<file path="src/rtl/div_sequencer.sv">
// Iterative 32-bit restoring divider (DIV/DIVU/REM/REMU) that borrows a shared ALU
// for one subtraction per cycle; special cases complete without iterating.
package div_sequencer_pkg;
    typedef enum logic [3:0] {
        OP_ADD, OP_SUB, OP_AND, OP_OR, OP_XOR, OP_SLL, OP_SRL, OP_SRA
    } alu_op_e;

    typedef enum logic [1:0] {OP_ZERO, OP_REG, OP_IMM, OP_PC} op_sel_e;

    typedef struct packed {
        alu_op_e operation;
        op_sel_e op1_sel;
        op_sel_e op2_sel;
        logic    use_unsigned;
    } alu_control_t;
endpackage

module div_sequencer
    import div_sequencer_pkg::*;
#(
    parameter int REG_WIDTH = 32
) (
    input  logic                 i_clk,
    input  logic                 i_rst_n,
    input  logic                 i_valid,
    output logic                 o_ready,
    input  logic [1:0]           i_op,
    input  logic [REG_WIDTH-1:0] i_dividend,
    input  logic [REG_WIDTH-1:0] i_divisor,
    input  logic                 i_flush,
    output logic                 o_valid,
    input  logic                 i_ready,
    output logic [REG_WIDTH-1:0] o_result,
    output logic                 o_busy,
    output logic                 o_alu_req,
    output alu_control_t         o_alu_control,
    output logic [REG_WIDTH-1:0] o_alu_rs1,
    output logic [REG_WIDTH-1:0] o_alu_rs2,
    input  logic [REG_WIDTH-1:0] i_alu_result,
    input  logic                 i_alu_less_than
);
    localparam int CNT_W = $clog2(REG_WIDTH);

    typedef enum logic [1:0] {IDLE, CALC, FIX, DONE} state_e;

    state_e                 state_q;
    logic [1:0]             op_q;
    logic [REG_WIDTH-1:0]   rem_q;
    logic [REG_WIDTH-1:0]   quo_q;
    logic [REG_WIDTH-1:0]   dvs_q;
    logic [REG_WIDTH-1:0]   result_q;
    logic                   neg_quo_q;
    logic                   neg_rem_q;
    logic [CNT_W-1:0]       cnt_q;

    // op[0] set means unsigned; op[1] set means remainder
    logic                   is_signed;
    logic [REG_WIDTH-1:0]   dividend_mag;
    logic [REG_WIDTH-1:0]   divisor_mag;
    logic                   div_by_zero;
    logic                   overflow;
    logic [REG_WIDTH-1:0]   shifted_rem;
    logic                   take;
    logic [REG_WIDTH-1:0]   fix_sel;
    logic                   fix_neg;

    assign is_signed    = ~i_op[0];
    assign dividend_mag = (is_signed && i_dividend[REG_WIDTH-1]) ? -i_dividend : i_dividend;
    assign divisor_mag  = (is_signed && i_divisor[REG_WIDTH-1])  ? -i_divisor  : i_divisor;
    assign div_by_zero  = (i_divisor == '0);
    assign overflow     = is_signed && (i_dividend == {1'b1, {(REG_WIDTH-1){1'b0}}})
                          && (i_divisor == '1);

    // rem[31] set means the 33-bit shifted remainder exceeds any divisor
    assign shifted_rem  = {rem_q[REG_WIDTH-2:0], quo_q[REG_WIDTH-1]};
    assign take         = rem_q[REG_WIDTH-1] | ~i_alu_less_than;
    assign fix_sel      = op_q[1] ? rem_q : quo_q;
    assign fix_neg      = op_q[1] ? neg_rem_q : neg_quo_q;

    always_ff @(posedge i_clk or negedge i_rst_n) begin
        if (!i_rst_n) begin
            state_q   <= IDLE;
            op_q      <= '0;
            rem_q     <= '0;
            quo_q     <= '0;
            dvs_q     <= '0;
            result_q  <= '0;
            neg_quo_q <= 1'b0;
            neg_rem_q <= 1'b0;
            cnt_q     <= '0;
        end else if (i_flush) begin
            state_q <= IDLE;
        end else begin
            case (state_q)
                IDLE: begin
                    if (i_valid) begin
                        op_q      <= i_op;
                        dvs_q     <= divisor_mag;
                        neg_quo_q <= is_signed && (i_dividend[REG_WIDTH-1] ^ i_divisor[REG_WIDTH-1]);
                        neg_rem_q <= is_signed && i_dividend[REG_WIDTH-1];
                        if (div_by_zero) begin
                            result_q <= i_op[1] ? i_dividend : '1;
                            state_q  <= DONE;
                        end else if (overflow) begin
                            result_q <= i_op[1] ? '0 : {1'b1, {(REG_WIDTH-1){1'b0}}};
                            state_q  <= DONE;
                        end else begin
                            rem_q   <= '0;
                            quo_q   <= dividend_mag;
                            cnt_q   <= '0;
                            state_q <= CALC;
                        end
                    end
                end
                CALC: begin
                    rem_q <= take ? i_alu_result : shifted_rem;
                    quo_q <= {quo_q[REG_WIDTH-2:0], take};
                    cnt_q <= cnt_q + 1'b1;
                    if (cnt_q == CNT_W'(REG_WIDTH-1)) begin
                        state_q <= FIX;
                    end
                end
                FIX: begin
                    result_q <= fix_neg ? -fix_sel : fix_sel;
                    state_q  <= DONE;
                end
                DONE: begin
                    if (i_ready) begin
                        state_q <= IDLE;
                    end
                end
                default: state_q <= IDLE;
            endcase
        end
    end

    assign o_ready   = (state_q == IDLE);
    assign o_busy    = (state_q != IDLE);
    assign o_valid   = (state_q == DONE);
    assign o_alu_req = (state_q == CALC);
    assign o_result  = result_q;
    assign o_alu_rs1 = o_alu_req ? shifted_rem : '0;
    assign o_alu_rs2 = o_alu_req ? dvs_q : '0;

    always_comb begin
        o_alu_control.operation    = OP_ADD;
        o_alu_control.op1_sel      = OP_ZERO;
        o_alu_control.op2_sel      = OP_ZERO;
        o_alu_control.use_unsigned = 1'b0;
        if (o_alu_req) begin
            o_alu_control.operation    = OP_SUB;
            o_alu_control.op1_sel      = OP_REG;
            o_alu_control.op2_sel      = OP_REG;
            o_alu_control.use_unsigned = 1'b1;
        end
    end
endmodule

</file>
<file path="config.mk">
export PLATFORM = sky130hd
export DESIGN_NAME = div_sequencer
export DESIGN_NICKNAME = d
export VERILOG_FILES = /design/src/rtl/div_sequencer.sv
export SDC_FILE = /design/constraint.sdc
export NUM_CORES = 1
export LEC_CHECK = 0
export BUFFER_PORTS_ARGS = -buffer_cell sky130_fd_sc_hd__buf_4
export CORE_UTILIZATION = 56
export CTS_CLUSTER_DIAMETER = 60
export DETAILED_ROUTE_END_ITERATION = 10
export GPL_TIMING_DRIVEN = 1
export PLACE_DENSITY = 0.79
export SETUP_SLACK_MARGIN = 0.2
export SLEW_MARGIN = 20
export SYNTH_ARGS = -nofsm -noshare
export SYNTH_HDL_FRONTEND = slang
export SYNTH_SLANG_ARGS = --single-unit
</file>
<file path="constraint.sdc">
create_clock -name i_clk -period 4.6 [get_ports i_clk]
set_clock_uncertainty 0.05 [all_clocks]
set_input_delay 0.46 -clock i_clk [delete_from_list [all_inputs] [get_ports i_clk]]
set_output_delay 0.46 -clock i_clk [all_outputs]
set_load 0.005 [all_outputs]
</file>
==> metrics.yaml <==
outcome:
  status: "finished, final reports clean"
pwr:
  ir_drop_mv: 0.3677
  p_leak_nw: 5.353
  p_per_area_nw_per_um2: 599.0
clock_tree:
  clock_sinks: 138
  clk_path_buf_depth: 2
  h-tree-depth: 4
  postCtsSetupBuffers: 0
  cts_resized: 0
  cts_hold_buf: 0
  cts_tree: "built"
  clk_pin_slew_ps: 60
  numCtsBuffers: 17
  clock_latency_ps: 440
  clockRootBuffer: "clkbuf_16"
setup_path:
  cp.arrival_ps: 3790
  rrSetupSlack_ps: 1060
  worst_r2r_path_depth: 7
  critical-path-max-stage-delay_ps: 910
  critPathMaxFanout: 47
  startpoint_type: "flop"
  r2r_end: "o_result[29]"
  path_class: "reg2reg"
  timing.rr.start: "op_q[1]"
  cpLargestDelayFamily: "simple AND/OR/NAND/NOR gates"
  cpMaxStageDelayCell: "dfrtp_2"
  worstPathCellList: "buf_4 > or3b_2 > a2bb2o_1 > or4b_1 > nor2_2 > mux2i_1 > o32a_1"
  end_kind: "flop"
  worst_ep_required_time_ps: 4860
  path_buf_inv: 1
floorplan:
  die-area_sq_um: 18640
  num_rows: 48
  start_util: 0.5798
  coreArea_sq_um: 17480
  io_pins: 213
  die_height_um: 136.5
  die_x_um: 136.5
synth:
  synth_top_family_by_area: "simple AND/OR/NAND/NOR gates"
  synth-edff-count: 0
  syn-cell-area_sq_um: 10130
  ys.flop_type: "dfrtp_1"
  synth-simple-area-share: 0.2286
  synth_adder_area_share: 0.01235
  syn-instance-count: 1181
  ys_seq_area_frac: 0.3408
  yosysUniqueCellTypes: 72
  ys_ff_latch: 138
  synth.area.mux_share: 0.1331
  synth_xor_area_frac: 0.07088
  avgSynthCellArea_sq_um: 8.579
  yosys_warnings: 0
  async_reset_ff_frac: 1.000
  synth_compound_area_frac: 0.1594
drt:
  wl_um: 30630
  wl_per_cell_um: 19.45
  drt_iter0_markers: 887
  first_pass_iters: 7
  drcViolationCount: 0
  vias: 9675
  viasPerCell: 6.143
  ant_nets: 0
placed_design:
  place_congestion: 0.9390
  dp_hpwl_um: 22040
  io_buffers: 207
final_layout:
  final_cell_mix: "buf_4, dfrtp_1, nor2_1, o21ai_0, mux2_2"
  finish.utilization: 0.7013
  final_common_cell: "buf_4"
  nets: 1451
  antenna_cells: 0
  syn2layout_area_growth_pct: 20.97
  drive_gt1_frac: 0.2726
sta:
  final-setup-viol-count: 0
  min_period_ps: 3535
  fin_crit_sh: 0.7685
  finalMaxSlewViolations: 0
  tightestPinTransition_ps: 1152
  slew_headroom: 0.2319
  finalSetupTns_ps: 0
  hold_violations: 0
  rsz0062_at_grt: "false"
  max_freq_mhz: 282.9
global_routing:
  grt_util_all_layers: 0.3307
  grt_pass1_vias: 8951
  antenna_found_initial: 0
  grt.overflow.total: 0
  grt_pass1_wl_um: 47040
  grt_max_degree: 106
hold_path:
  hold_path.class: "in2async"
job:
  max_cap_violations: 0
cell type report:
class / instances / area [sq um]
clock buffers: 20 / 446.7
clock inverters: 12 / 101.3
fillers: 1424 / 5220
inverters: 30 / 112.6
multi-input cells: 927 / 6182
flip-flops and latches: 138 / 3455
well taps: 225 / 281.5
repair buffers: 223 / 1678
state kept, by name (all words and copies together) (netlist names):
signal	flops
cnt_q	5
rem_q	32
neg_rem_q	1
o_result	32
state_q	2
dvs_q	32
quo_q	32
neg_quo_q	1
op_q	1
cells in the mapped netlist (3+ instances only):
| library cell | n | share of area |
|---|---|---|
| nand3_1 | 19 | 0.0094 |
| or4b_2 | 3 | 0.0030 |
| nor2b_1 | 3 | 0.0019 |
| nand4_1 | 14 | 0.0086 |
| mux2i_1 | 38 | 0.038 |
| a22oi_1 | 3 | 0.0022 |
| ha_1 | 10 | 0.012 |
| xnor2_1 | 57 | 0.049 |
| and3_1 | 5 | 0.0031 |
| nor3_1 | 34 | 0.017 |
| mux2_2 | 86 | 0.096 |
| nand2_1 | 83 | 0.031 |
| buf_6 | 5 | 0.0056 |
| or4_1 | 12 | 0.0089 |
| buf_2 | 16 | 0.0079 |
| o41ai_1 | 5 | 0.0043 |
| nor3b_1 | 5 | 0.0037 |
| o21ai_0 | 115 | 0.057 |
| nor2_1 | 130 | 0.048 |
| a21oi_1 | 39 | 0.019 |
| buf_4 | 9 | 0.0067 |
| or3_1 | 16 | 0.0099 |
| nor4_4 | 3 | 0.0063 |
| clkbuf_1 | 58 | 0.021 |
| a222oi_1 | 4 | 0.0040 |
| nand2b_1 | 7 | 0.0043 |
| inv_1 | 28 | 0.010 |
| a41oi_1 | 7 | 0.0061 |
| o31ai_1 | 10 | 0.0074 |
| dfrtp_1 | 138 | 0.34 |
| a31oi_1 | 23 | 0.014 |
| o221ai_1 | 6 | 0.0052 |
| o22ai_1 | 19 | 0.012 |
| and2_1 | 74 | 0.046 |
| or3b_2 | 5 | 0.0043 |
| xor2_1 | 25 | 0.022 |
| o211ai_1 | 8 | 0.0059 |
| nor4b_1 | 4 | 0.0035 |
| nor4_1 | 12 | 0.0074 |
| o22a_1 | 3 | 0.0026 |
power by group:
group          switching [mW]  internal, mW
Clock                   0.539         0.752
Combinational            1.86          1.70
Sequential              0.712          1.78
kinds of logic after synthesis:
kind of cell | Yosys count
other cells | 1
simple gates | 443
buf+inv | 120
fa+ha+maj | 10
xor+xnor | 82
mux | 124
compound gates | 263
flops | 138
how the worst max path moves through the flow:
stage | end | depth (start not counted) | startpoint | slack, ps
2_1_floorplan | o_result[16] | 13 | op_q[1] | 1260
5_1_grt | o_result[29] | 7 | op_q[1] | 930
3_5_place_dp | o_result[29] | 7 | op_q[1] | 1110
6_report | o_result[29] | 7 | op_q[1] | 1060
3_3_place_gp | o_result[29] | 7 | op_q[1] | 1190
4_1_cts | o_result[29] | 7 | op_q[1] | 1100
metal layers:
layer,track usage,vias to the layer above,wire length (um)
li1,-,4511,-
met1,0.4561,4603,12930
met2,0.5025,491,13830
met3,0.07556,70,2952
met4,0.1296,0,918
met5,0,-,0
per-stage QoR:
stage,cells,setup slack [ps],power (mW),hold slack [ps],instance area [sq um]
finish,1575,1065,7.342,36.14,12260
global route,1575,934.7,7.783,123.0,12260
CTS,1575,1102,7.276,80.44,12260
detailed placement,1543,1108,5.954,409.3,11710
global placement,1543,1192,5.857,405.5,11710
floorplan,1185,1260,4.644,114.4,10150
No activity file was read; power rests on OpenSTA's default activity.
